===== src/rtl/uart_pkg.sv =====
// -----------------------------------------------------------------------------
// uart_pkg
// Shared definitions for the UART transmit controller:
//   - uart_state_e  : frame FSM state encoding (3-bit)
//   - PAR_EVEN/ODD  : encoding of the par_typ input
//   - UART_IDLE_LVL : level of the serial line when no frame is being sent
// -----------------------------------------------------------------------------
package uart_pkg;

  typedef enum logic [2:0] {
    ST_IDLE   = 3'd0,
    ST_START  = 3'd1,
    ST_DATA   = 3'd2,
    ST_PARITY = 3'd3,
    ST_STOP   = 3'd4
  } uart_state_e;

  localparam logic PAR_EVEN      = 1'b0;
  localparam logic PAR_ODD       = 1'b1;
  localparam logic UART_IDLE_LVL = 1'b1;

endpackage : uart_pkg


===== src/rtl/uart_tx_ctrl_if.sv =====
// -----------------------------------------------------------------------------
// uart_tx_ctrl_if
// Byte-source / controller handshake plus the serial-side outputs.
//   p_data     : byte to transmit (sampled on an accept edge)
//   data_valid : byte available
//   par_en     : 1 = insert parity bit
//   par_typ    : 0 = even, 1 = odd
//   tx_out     : serial line, idle high
//   busy       : frame in progress
//   frame_done : one-cycle pulse during the stop bit
// master = byte source, slave = uart_tx_ctrl.
// -----------------------------------------------------------------------------
interface uart_tx_ctrl_if #(
  parameter int DATA_WIDTH = 8
);

  logic [DATA_WIDTH-1:0] p_data;
  logic                  data_valid;
  logic                  par_en;
  logic                  par_typ;
  logic                  tx_out;
  logic                  busy;
  logic                  frame_done;

  modport master (
    output p_data, data_valid, par_en, par_typ,
    input  tx_out, busy, frame_done
  );

  modport slave (
    input  p_data, data_valid, par_en, par_typ,
    output tx_out, busy, frame_done
  );

endinterface : uart_tx_ctrl_if


===== src/rtl/uart_tx_serializer.sv =====
// -----------------------------------------------------------------------------
// uart_tx_serializer
// Shift register and bit counter for the data portion of a UART frame.
//   CLK          : baud-rate clock
//   RST          : asynchronous active-low reset
//   i_load       : capture i_data, clear the bit counter
//   i_data       : byte to serialise
//   i_shift_en   : high in every DATA cycle; shift right, count one bit
//   o_ser_data   : the data bit to be driven on the line in the next cycle
//   o_ser_done   : current DATA cycle carries the last data bit
// -----------------------------------------------------------------------------
module uart_tx_serializer #(
  parameter int DATA_WIDTH = 8
) (
  input  logic                  CLK,
  input  logic                  RST,
  input  logic                  i_load,
  input  logic [DATA_WIDTH-1:0] i_data,
  input  logic                  i_shift_en,
  output logic                  o_ser_data,
  output logic                  o_ser_done
);

  localparam int              CNT_W    = (DATA_WIDTH > 1) ? $clog2(DATA_WIDTH) : 1;
  localparam logic [CNT_W-1:0] LAST_BIT = CNT_W'(DATA_WIDTH - 1);

  logic [DATA_WIDTH-1:0] r_shift;
  logic [CNT_W-1:0]      r_cnt;
  logic [DATA_WIDTH-1:0] w_shifted;

  assign w_shifted = r_shift >> 1;

  // NOTE: the shift register is a handful of flops, not a RAM, so it is
  // cleared on reset like every other piece of state in this block.
  always_ff @(posedge CLK or negedge RST) begin
    if (!RST) begin
      r_shift <= '0;
      r_cnt   <= '0;
    end else if (i_load) begin
      r_shift <= i_data;
      r_cnt   <= '0;
    end else if (i_shift_en) begin
      r_shift <= w_shifted;
      // Hold at the last index so the counter never wraps.
      if (r_cnt != LAST_BIT) r_cnt <= r_cnt + 1'b1;
    end
  end

  // The controller registers its output from the next state, so it needs the
  // bit that will be on the line next cycle: bit 0 when entering DATA, the
  // post-shift bit 0 while already inside DATA.
  assign o_ser_data = i_shift_en ? w_shifted[0] : r_shift[0];
  assign o_ser_done = (r_cnt == LAST_BIT);

endmodule : uart_tx_serializer


===== src/rtl/uart_tx_ctrl.sv =====
// -----------------------------------------------------------------------------
// uart_tx_ctrl
// UART transmit controller: start bit, DATA_WIDTH data bits LSB first,
// optional parity bit, stop bit; one bit per CLK (the baud clock).
//   CLK : baud-rate clock, rising edge
//   RST : asynchronous active-low reset (line returns to idle at once)
//   bus : uart_tx_ctrl_if.slave (p_data, data_valid, par_en, par_typ in;
//         tx_out, busy, frame_done out)
// A byte is accepted when data_valid=1 in IDLE or in STOP (back-to-back).
// All outputs are registered and decoded from the next state, so each output
// value lines up with the state the FSM is in.
// -----------------------------------------------------------------------------
module uart_tx_ctrl
  import uart_pkg::*;
#(
  parameter int DATA_WIDTH = 8
) (
  input logic           CLK,
  input logic           RST,
  uart_tx_ctrl_if.slave bus
);

  uart_state_e r_state;
  uart_state_e w_state_nxt;

  logic r_par_en;
  logic r_par_bit;
  logic r_tx_out;
  logic r_busy;
  logic r_frame_done;

  logic w_accept;
  logic w_par_bit;
  logic w_shift_en;
  logic w_ser_data;
  logic w_ser_done;
  logic w_tx_nxt;
  logic w_busy_nxt;
  logic w_done_nxt;

  assign w_accept   = bus.data_valid && ((r_state == ST_IDLE) || (r_state == ST_STOP));
  assign w_shift_en = (r_state == ST_DATA);
  // Parity is taken from the byte as it is latched, never from p_data later.
  assign w_par_bit  = (bus.par_typ == PAR_EVEN) ? (^bus.p_data) : (~^bus.p_data);

  uart_tx_serializer #(
    .DATA_WIDTH (DATA_WIDTH)
  ) u_ser (
    .CLK        (CLK),
    .RST        (RST),
    .i_load     (w_accept),
    .i_data     (bus.p_data),
    .i_shift_en (w_shift_en),
    .o_ser_data (w_ser_data),
    .o_ser_done (w_ser_done)
  );

  // NOTE: every variable is given a default before the case statements, so
  // no path through this block leaves one unassigned and no latch is inferred.
  always_comb begin
    w_state_nxt = r_state;
    w_tx_nxt    = UART_IDLE_LVL;
    w_busy_nxt  = 1'b1;
    w_done_nxt  = 1'b0;

    unique case (r_state)
      ST_IDLE:   if (w_accept) w_state_nxt = ST_START;
      ST_START:  w_state_nxt = ST_DATA;
      ST_DATA:   if (w_ser_done) w_state_nxt = r_par_en ? ST_PARITY : ST_STOP;
      ST_PARITY: w_state_nxt = ST_STOP;
      ST_STOP:   w_state_nxt = w_accept ? ST_START : ST_IDLE;
      default:   w_state_nxt = ST_IDLE;
    endcase

    unique case (w_state_nxt)
      ST_IDLE:   w_busy_nxt = 1'b0;
      ST_START:  w_tx_nxt   = ~UART_IDLE_LVL;
      ST_DATA:   w_tx_nxt   = w_ser_data;
      ST_PARITY: w_tx_nxt   = r_par_bit;
      ST_STOP:   w_done_nxt = 1'b1;
      default:   w_busy_nxt = 1'b0;
    endcase
  end

  // NOTE: sequential state uses non-blocking assignments so every flop
  // samples the pre-edge values, independent of statement order.
  always_ff @(posedge CLK or negedge RST) begin
    if (!RST) begin
      r_state      <= ST_IDLE;
      r_par_en     <= 1'b0;
      r_par_bit    <= 1'b0;
      r_tx_out     <= UART_IDLE_LVL;
      r_busy       <= 1'b0;
      r_frame_done <= 1'b0;
    end else begin
      r_state      <= w_state_nxt;
      r_tx_out     <= w_tx_nxt;
      r_busy       <= w_busy_nxt;
      r_frame_done <= w_done_nxt;
      if (w_accept) begin
        r_par_en  <= bus.par_en;
        r_par_bit <= w_par_bit;
      end
    end
  end

  assign bus.tx_out     = r_tx_out;
  assign bus.busy       = r_busy;
  assign bus.frame_done = r_frame_done;

endmodule : uart_tx_ctrl


===== src/flat_wrapper.sv =====
// flat-port wrapper written by rule: the top's interface ports become plain ports
module uart_tx_ctrl_flat import uart_pkg::*;
#(
  parameter int DATA_WIDTH = 8
)
  (CLK, RST, bus_p_data, bus_data_valid, bus_par_en, bus_par_typ, bus_tx_out, bus_busy, bus_frame_done);
  uart_tx_ctrl_if #(.DATA_WIDTH(DATA_WIDTH)) bus_i ();
  input logic CLK;
  input logic RST;
  input wire logic [$bits(bus_i.p_data)-1:0] bus_p_data;
  input wire logic [$bits(bus_i.data_valid)-1:0] bus_data_valid;
  input wire logic [$bits(bus_i.par_en)-1:0] bus_par_en;
  input wire logic [$bits(bus_i.par_typ)-1:0] bus_par_typ;
  output wire logic [$bits(bus_i.tx_out)-1:0] bus_tx_out;
  output wire logic [$bits(bus_i.busy)-1:0] bus_busy;
  output wire logic [$bits(bus_i.frame_done)-1:0] bus_frame_done;
  assign bus_i.p_data = bus_p_data;
  assign bus_i.data_valid = bus_data_valid;
  assign bus_i.par_en = bus_par_en;
  assign bus_i.par_typ = bus_par_typ;
  assign bus_tx_out = bus_i.tx_out;
  assign bus_busy = bus_i.busy;
  assign bus_frame_done = bus_i.frame_done;
  uart_tx_ctrl #(.DATA_WIDTH(DATA_WIDTH)) u_core (.CLK(CLK), .RST(RST), .bus(bus_i));
endmodule

===== config.mk =====
export PLATFORM = sky130hd
export DESIGN_NAME = uart_tx_ctrl_flat
export DESIGN_NICKNAME = d
export VERILOG_FILES = /design/src/rtl/uart_pkg.sv /design/src/rtl/uart_tx_ctrl_if.sv /design/src/rtl/uart_tx_serializer.sv /design/src/rtl/uart_tx_ctrl.sv /design/src/flat_wrapper.sv
export SDC_FILE = /design/constraint.sdc
export NUM_CORES = 1
export LEC_CHECK = 0
export ABC_AREA = 1
export CAP_MARGIN = 20
export CELL_PAD_IN_SITES_DETAIL_PLACEMENT = 0
export CELL_PAD_IN_SITES_GLOBAL_PLACEMENT = 1
export CORE_MARGIN = 2
export CORE_UTILIZATION = 41
export CTS_CLUSTER_DIAMETER = 100
export DETAILED_ROUTE_END_ITERATION = 7
export HOLD_SLACK_MARGIN = 0.03
export MAX_ROUTING_LAYER = met4
export PLACE_DENSITY = 0.93
export SKIP_LAST_GASP = 1
export SLEW_MARGIN = 20
export SYNTH_ARGS = -nofsm -noshare
export SYNTH_HDL_FRONTEND = slang
export SYNTH_SLANG_ARGS = --single-unit

===== constraint.sdc =====
create_clock -name CLK -period 2.1 [get_ports CLK]
set_input_delay 0.63 -clock CLK [delete_from_list [all_inputs] [get_ports CLK]]
set_output_delay 0.63 -clock CLK [all_outputs]
set_load 0.02 [all_outputs]

## Yosys cells after proc, flatten, opt, wreduce, memory -nomap -nowiden

Cells that the tools add are included.

- Bits in registers: 19
- Output and inout port bits: 3

- Equal/unequal tests: 10
- Multiplexer cells: 15
- Add/subtract/negate cells: 1
- Reduce and logical (&&, ||, !) cells: 9

Operator list:

| operator | count |
|---|---|
| 2-to-1 mux 3 bit | 6 |
| 2-to-1 mux 8 bit | 2 |
| one-hot mux 3 bit (5 select lines) | 1 |
| == test 3 x 2 -> 1 bit, second input constant | 4 |
| == test 3 bit, second input constant | 3 |
| XNOR reduction 8 bit | 1 |
| parity 8 bit | 1 |
| == test 3 x 1 -> 1 bit, second input constant | 2 |
| 2-to-1 mux 1 bit | 5 |
| nonzero test 2 bit | 2 |
| OR reduction 4 bit | 1 |
| adder 3 x 1 -> 3 bit, second input constant | 1 |
| zero test 3 bit | 1 |
| != test 3 bit, second input constant | 1 |
| one-hot mux 1 bit (3 select lines) | 1 |
| AND reduction 2 bit | 1 |
| logical AND 1 bit | 1 |
| logical OR 1 bit | 1 |

## Depth between registers and ports, before layout

Gate-level depths: netlist of the first run.

- Word-level depth: 8
- Gate-level depth with buffers: 11

## By module

Synthesis of the first run repeated with hierarchy kept, for this count alone.

- Cells, all modules: 134
- Area, all modules: 1013.5 um^2

Modules (own cells, without submodules):

| module | seq. area each (um^2) | instances | area an instance (um^2) | cells each |
|---|---|---|---|---|
| uart_tx_serializer | 275.3 | 1 | 559.3 | 73 |
| uart_tx_ctrl | 201.4 | 1 | 454.2 | 61 |

## Least setup slack after synthesis of the first run

OpenSTA, ideal clock, no wires.

- Path kind: register -> register
- Start: reg u_core.u_ser.r_cnt[0]
- End: reg u_core.r_busy, in the netlist u_core.bus.busy
- Setup slack: 0.760 ns
- Cell stages (with the launch flop): 8
- Data arrival time: 1.216 ns
- Period minus slack after synthesis: 1.340 ns
- Cell sequence: dfrtp_1 -> ha_1 -> ha_1 -> nand2_1 -> o21ai_0 -> nand2_1 -> nand3_1 -> or2_1

- Cells in the longest elaborated chain, start to end: 6
- Elaborated cells between the ends (all ways): 9
- Those cells by class: 5 x eq/ne; 3 x mux; 1 x reduce/logical

RTL lines:

| item | RTL line | RTL |
|---|---|---|
| start, declared | uart_tx_serializer.sv:28 | `logic [CNT_W-1:0] r_cnt;` |
| start signal, assigned | uart_tx_serializer.sv:45 | `if (r_cnt != LAST_BIT) r_cnt <= r_cnt + 1'b1;` |
| == test 3 bit * | uart_tx_serializer.sv:53 | `assign o_ser_done = (r_cnt == LAST_BIT);` |
| 2-to-1 mux 3 bit * | uart_tx_ctrl.sv:69 | `ST_DATA: if (w_ser_done) w_state_nxt = r_par_en ? ST_PARITY : ST_STOP;` |
| one-hot mux 3 bit (5 select lines) * | uart_tx_ctrl.sv:66 | `unique case (r_state)` |
| == test 3 x 1 -> 1 bit, or another cell as far along | uart_tx_ctrl.sv:75 | `unique case (w_state_nxt)` |
| OR reduction 4 bit (no source line) * | - |  |
| 2-to-1 mux 1 bit * | uart_tx_ctrl.sv:75 |  |
| named net u_core.w_busy_nxt | uart_tx_ctrl.sv:38 | `logic w_busy_nxt;` |
| end signal, assigned | uart_tx_ctrl.sv:98 | `r_busy <= w_busy_nxt;` |
| end, declared | uart_tx_ctrl.sv:29 | `logic r_busy;` |

The timed path passes the listed nets; every way through them passes the cells marked *.
A chain may end at the register's enable or synchronous reset.

## Worst setup path in the final report of the first run

- Start: reg u_core.r_tx_out, in the netlist u_core.bus.tx_out
- End: out bus_tx_out

RTL lines:

| item | RTL line | RTL |
|---|---|---|
| start, declared | uart_tx_ctrl.sv:28 | `logic r_tx_out;` |
| start signal, assigned | uart_tx_ctrl.sv:97 | `r_tx_out <= w_tx_nxt;` |
| end, declared | flat_wrapper.sv:14 | `output wire logic [$bits(bus_i.tx_out)-1:0] bus_tx_out;` |

No word-level cell between the ends.

==> results of run 1 <==
[metal layers]
| metal | up-vias | GRT usage [%] |
|---|---|---|
| met5 | - | - |
| met2 | 18 | 24.7 |
| li1 | 432 | - |
| met3 | 5 | 1.69 |
| met1 | 387 | 16.3 |
| met4 | 0 | 7.69 |
[metrics by stage]
| stage | utilization (%) | area [µm²] | hold WS (ps) | cells |
|---|---|---|---|---|
| 2_1_floorplan | - | 1000 | 334 | 122 |
| 3_3_place_gp | 52.1 | 1170 | 454 | 164 |
| 3_5_place_dp | 52.1 | 1170 | 469 | 164 |
| 4_1_cts | 53.3 | 1200 | 484 | 168 |
| 5_1_grt | 53.3 | 1200 | 518 | 168 |
| 6_report | 53.3 | 1200 | 481 | 168 |
[cell usage in the layout, fill, tap and decap left out]
cell type,instances
xor2_1,2
o22ai_1,1
nor4_1,1
nand2_1,32
clkdlybuf4s50_1,15
inv_1,13
inv_2,2
nand2_2,4
xnor2_1,3
nand3_1,11
a21oi_1,6
ha_1,2
dfstp_2,1
or2_1,1
nor2_1,7
buf_4,1
dfrtp_1,18
o21ai_2,1
o21ai_1,3
a21oi_2,2
nor2_4,1
nor2_2,1
nand2_4,1
o21ai_0,7
clkbuf_4,3
clkinv_2,1
[power by group through the flow]
stage | Sequential [mW] | Clock, mW | Combinational [mW]
floorplan | 0.636 | 0 | 0.441
global placement | 0.617 | 0 | 0.589
detailed placement | 0.627 | 0 | 0.605
CTS | 0.619 | 0.184 | 0.608
global route | 0.634 | 0.204 | 0.675
finish | 0.616 | 0.183 | 0.598
[final cells by class]
cell class              instances  area [µm²]  share of cell area [%]
clock buffers                   3        22.5                    1.87
flip-flops and latches         19         477                    39.6
well taps                      28        35.0                    2.91
clock inverters                 1        5.00                   0.416
inverters                      15        56.3                    4.68
multi-input cells              86         449                    37.4
repair buffers                 16         158                    13.1
[logic make-up after synthesis]
| group | after synthesis | share of synthesized area [%] |
|---|---|---|
| flops | 19 | 47.4 |
| simple gates | 59 | 26.7 |
| fa+ha+maj | 2 | 2.49 |
| compound gates | 20 | 11.2 |
| xor+xnor | 5 | 4.36 |
| buf+inv | 17 | 7.85 |
[worst paths after layout]
kind | slack (ps) | start | to
min in group asynchronous | 640 | RST | u_core.u_ser.r_shift[1]$_DFFE_PN0P_
max in group asynchronous | 1200 | RST | u_core.bus.tx_out$_DFF_PN1_
min reg2reg | 480 | u_core.u_ser.r_cnt[0]$_DFFE_PN0P_ | u_core.u_ser.r_cnt[0]$_DFFE_PN0P_
min | 480 | u_core.u_ser.r_cnt[0]$_DFFE_PN0P_ | u_core.u_ser.r_cnt[0]$_DFFE_PN0P_
max reg2reg | 630 | u_core.u_ser.r_cnt[0]$_DFFE_PN0P_ | u_core.bus.tx_out$_DFF_PN1_
max | 60 | u_core.bus.tx_out$_DFF_PN1_ | bus_tx_out
[sequential cells by signal, summed over array words and instances (netlist names)]
| signal | cells |
|---|---|
| u_core.u_ser.r_cnt | 3 |
| u_core.r_par_bit | 1 |
| u_core.bus.tx_out | 1 |
| u_core.u_ser.r_shift | 8 |
| u_core.r_par_en | 1 |
| u_core.bus.frame_done | 1 |
| u_core.bus.busy | 1 |
| u_core.r_state | 3 |
==> summary.md, run 1 <==
| Metric | Value |
|---|---|
| Wire per inst | `10.5 µm` |
| PwrDens | `1160 nW/µm²` |
| Critical path class | `reg -> out` |
| Rel. slew slack | `75.7%` |
| Via count | `842` |
| Worst path bufs/invs | `1` |
| # setup viols final | `0` |
| Main area contributors after synthesis | `dfrtp_1 (45%), nand2_1 (12%), nand3_1 (5.5%)` |
| Vias in the first global route | `719` |
| IO Port Bufs | `15` |
| Maximum clock frequency | `0.490 GHz` |
| Initial Utilization | `44.6%` |
| Top-count cell post-synth | `nand2_1` |
| Final Wtd Congestion | `0.705` |
| Worst endpoint required time | `1470 ps` |
| Critical path's top delay family | `buffers and inverters` |
| Worst EP arrival | `1410 ps` |
| Number of fill cells | `233` |
| Cell taking the most area after synthesis | `dfrtp_1` |
| Initial antenna violation count | `0` |
| Hold Path Stages | `1` |
| Final worst slack | `60.0 ps` |
| CTS Hold Buffers Added | `0` |
| Final period util | `97.1%` |
| EDFF count, synth | `0` |
| Worst Hold Class | `reg -> reg` |
| Nets | `156` |
| Met1 Routed Length | `810 µm` |
| CP Depth | `1` |
| Site row count | `17` |
| Seq cells post-synth | `19` |
| Net load switching power | `0.557 mW` |
| Area grow syn2layout | `19.7%` |
| RSZ-0062 raised after global routing | `no` |
| Clk slew on worst S/H paths | `110 ps` |
| Largest net degree at the start of global routing | `20` |
| Setup crit end kind | `primary output` |
| Setup TNS | `0 ps` |
| Maximum vdd drop | `671 µV` |
| Root buffer cell | `clkbuf_4` |
| Met3 routed WL | `61 µm` |
| Aggregate global routing overflow | `0` |
| Die outline height | `53.5 µm` |
| Outcome | `complete, no violations` |
| Cell Chain, Critical Path | `clkdlybuf4s50_1` |
| # DRC | `0` |
| CTS H-tree depth | `1` |
| CP peak stage delay | `590 ps` |
| Pre-Repair DR Iteration Count | `4` |
| Post-route ant nets | `0` |
| Fin Clk Skew | `5.21 ps` |
| Highest Signal Layer | `met4` |
| Longest Clk Path Bufs | `2` |
| Total wire length | `1770 µm` |
| I/O pin cnt | `16` |
| Cells after synthesis | `122` |
| First-pass GRT wire length | `2900 µm` |
| Clk pwr share | `13.1%` |
| HPWL reported at the end of detailed placement | `1380 µm` |
| Crit Path Max Fanout | `1` |
| Register area share after synthesis | `47.4%` |
| CP Launch Type | `flop` |
| Leakage | `0.593 nW` |
| Combinational share of power | `42.8%` |
| Starting DRT DRC Count | `8` |
| Worst-Margin Slew | `360 ps` |
| Design Power | `1.40 mW` |
| Switching fraction of total power | `39.8%` |
| Crit path time final | `2040 ps` |
| Max-cap violations | `0` |
| DIE AREA | `2860 µm²` |
| Syn Nets | `137` |
| Inserted Diodes | `0` |
| Yosys top cell area share | `44.8%` |
| Skew-Pair Late Insertion Delay | `300 ps` |
| Final Hold Vio Count | `0` |
| CTS tree | `built` |
| Die extent in x | `53.5 µm` |
| Dominant synthesized flop cell | `dfrtp_1` |
| # resized after CTS | `0` |
| Via/cell ratio | `5.01` |
| Share of cells above drive strength 1 | `12.9%` |
| Setup slack after placement | `264 ps` |
| Met2 WL | `860 µm` |
| Int Power | `0.841 mW` |
| R2R depth | `7` |
| Async SR Flop Fraction | `100%` |
| GRT Total Usage | `14.4%` |
| Crit-path slowest cell | `clkdlybuf4s50_1` |
| Yosys warns | `0` |
| Most common library cells after synthesis | `nand2_1 (32), dfrtp_1 (18), inv_1 (13)` |
| Pins Over Slew Limit | `0` |
| Setup bufs post-CTS | `0` |
| Syn_area_per_cell | `8.24 µm²` |
| Synth Cell Area | `1000 µm²` |
| Part of the power in registers | `44.1%` |
| Sink Count | `19` |
| Post-synthesis cell type count | `23` |
| Core area | `2250 µm²` |
| CTS buffer count | `3` |
Power figures use the tool's default switching activity.
==> run 2: changes to the inputs <==
--- a/config.mk
+++ b/config.mk
@@ -17,7 +17,6 @@
 export MAX_ROUTING_LAYER = met4
 export PLACE_DENSITY = 0.93
 export SKIP_LAST_GASP = 1
-export SLEW_MARGIN = 20
 export SYNTH_ARGS = -nofsm -noshare
 export SYNTH_HDL_FRONTEND = slang
 export SYNTH_SLANG_ARGS = --single-unit
==> results of run 2 <==
No change in the layout: final DEF, timing and power equal those of run 1.
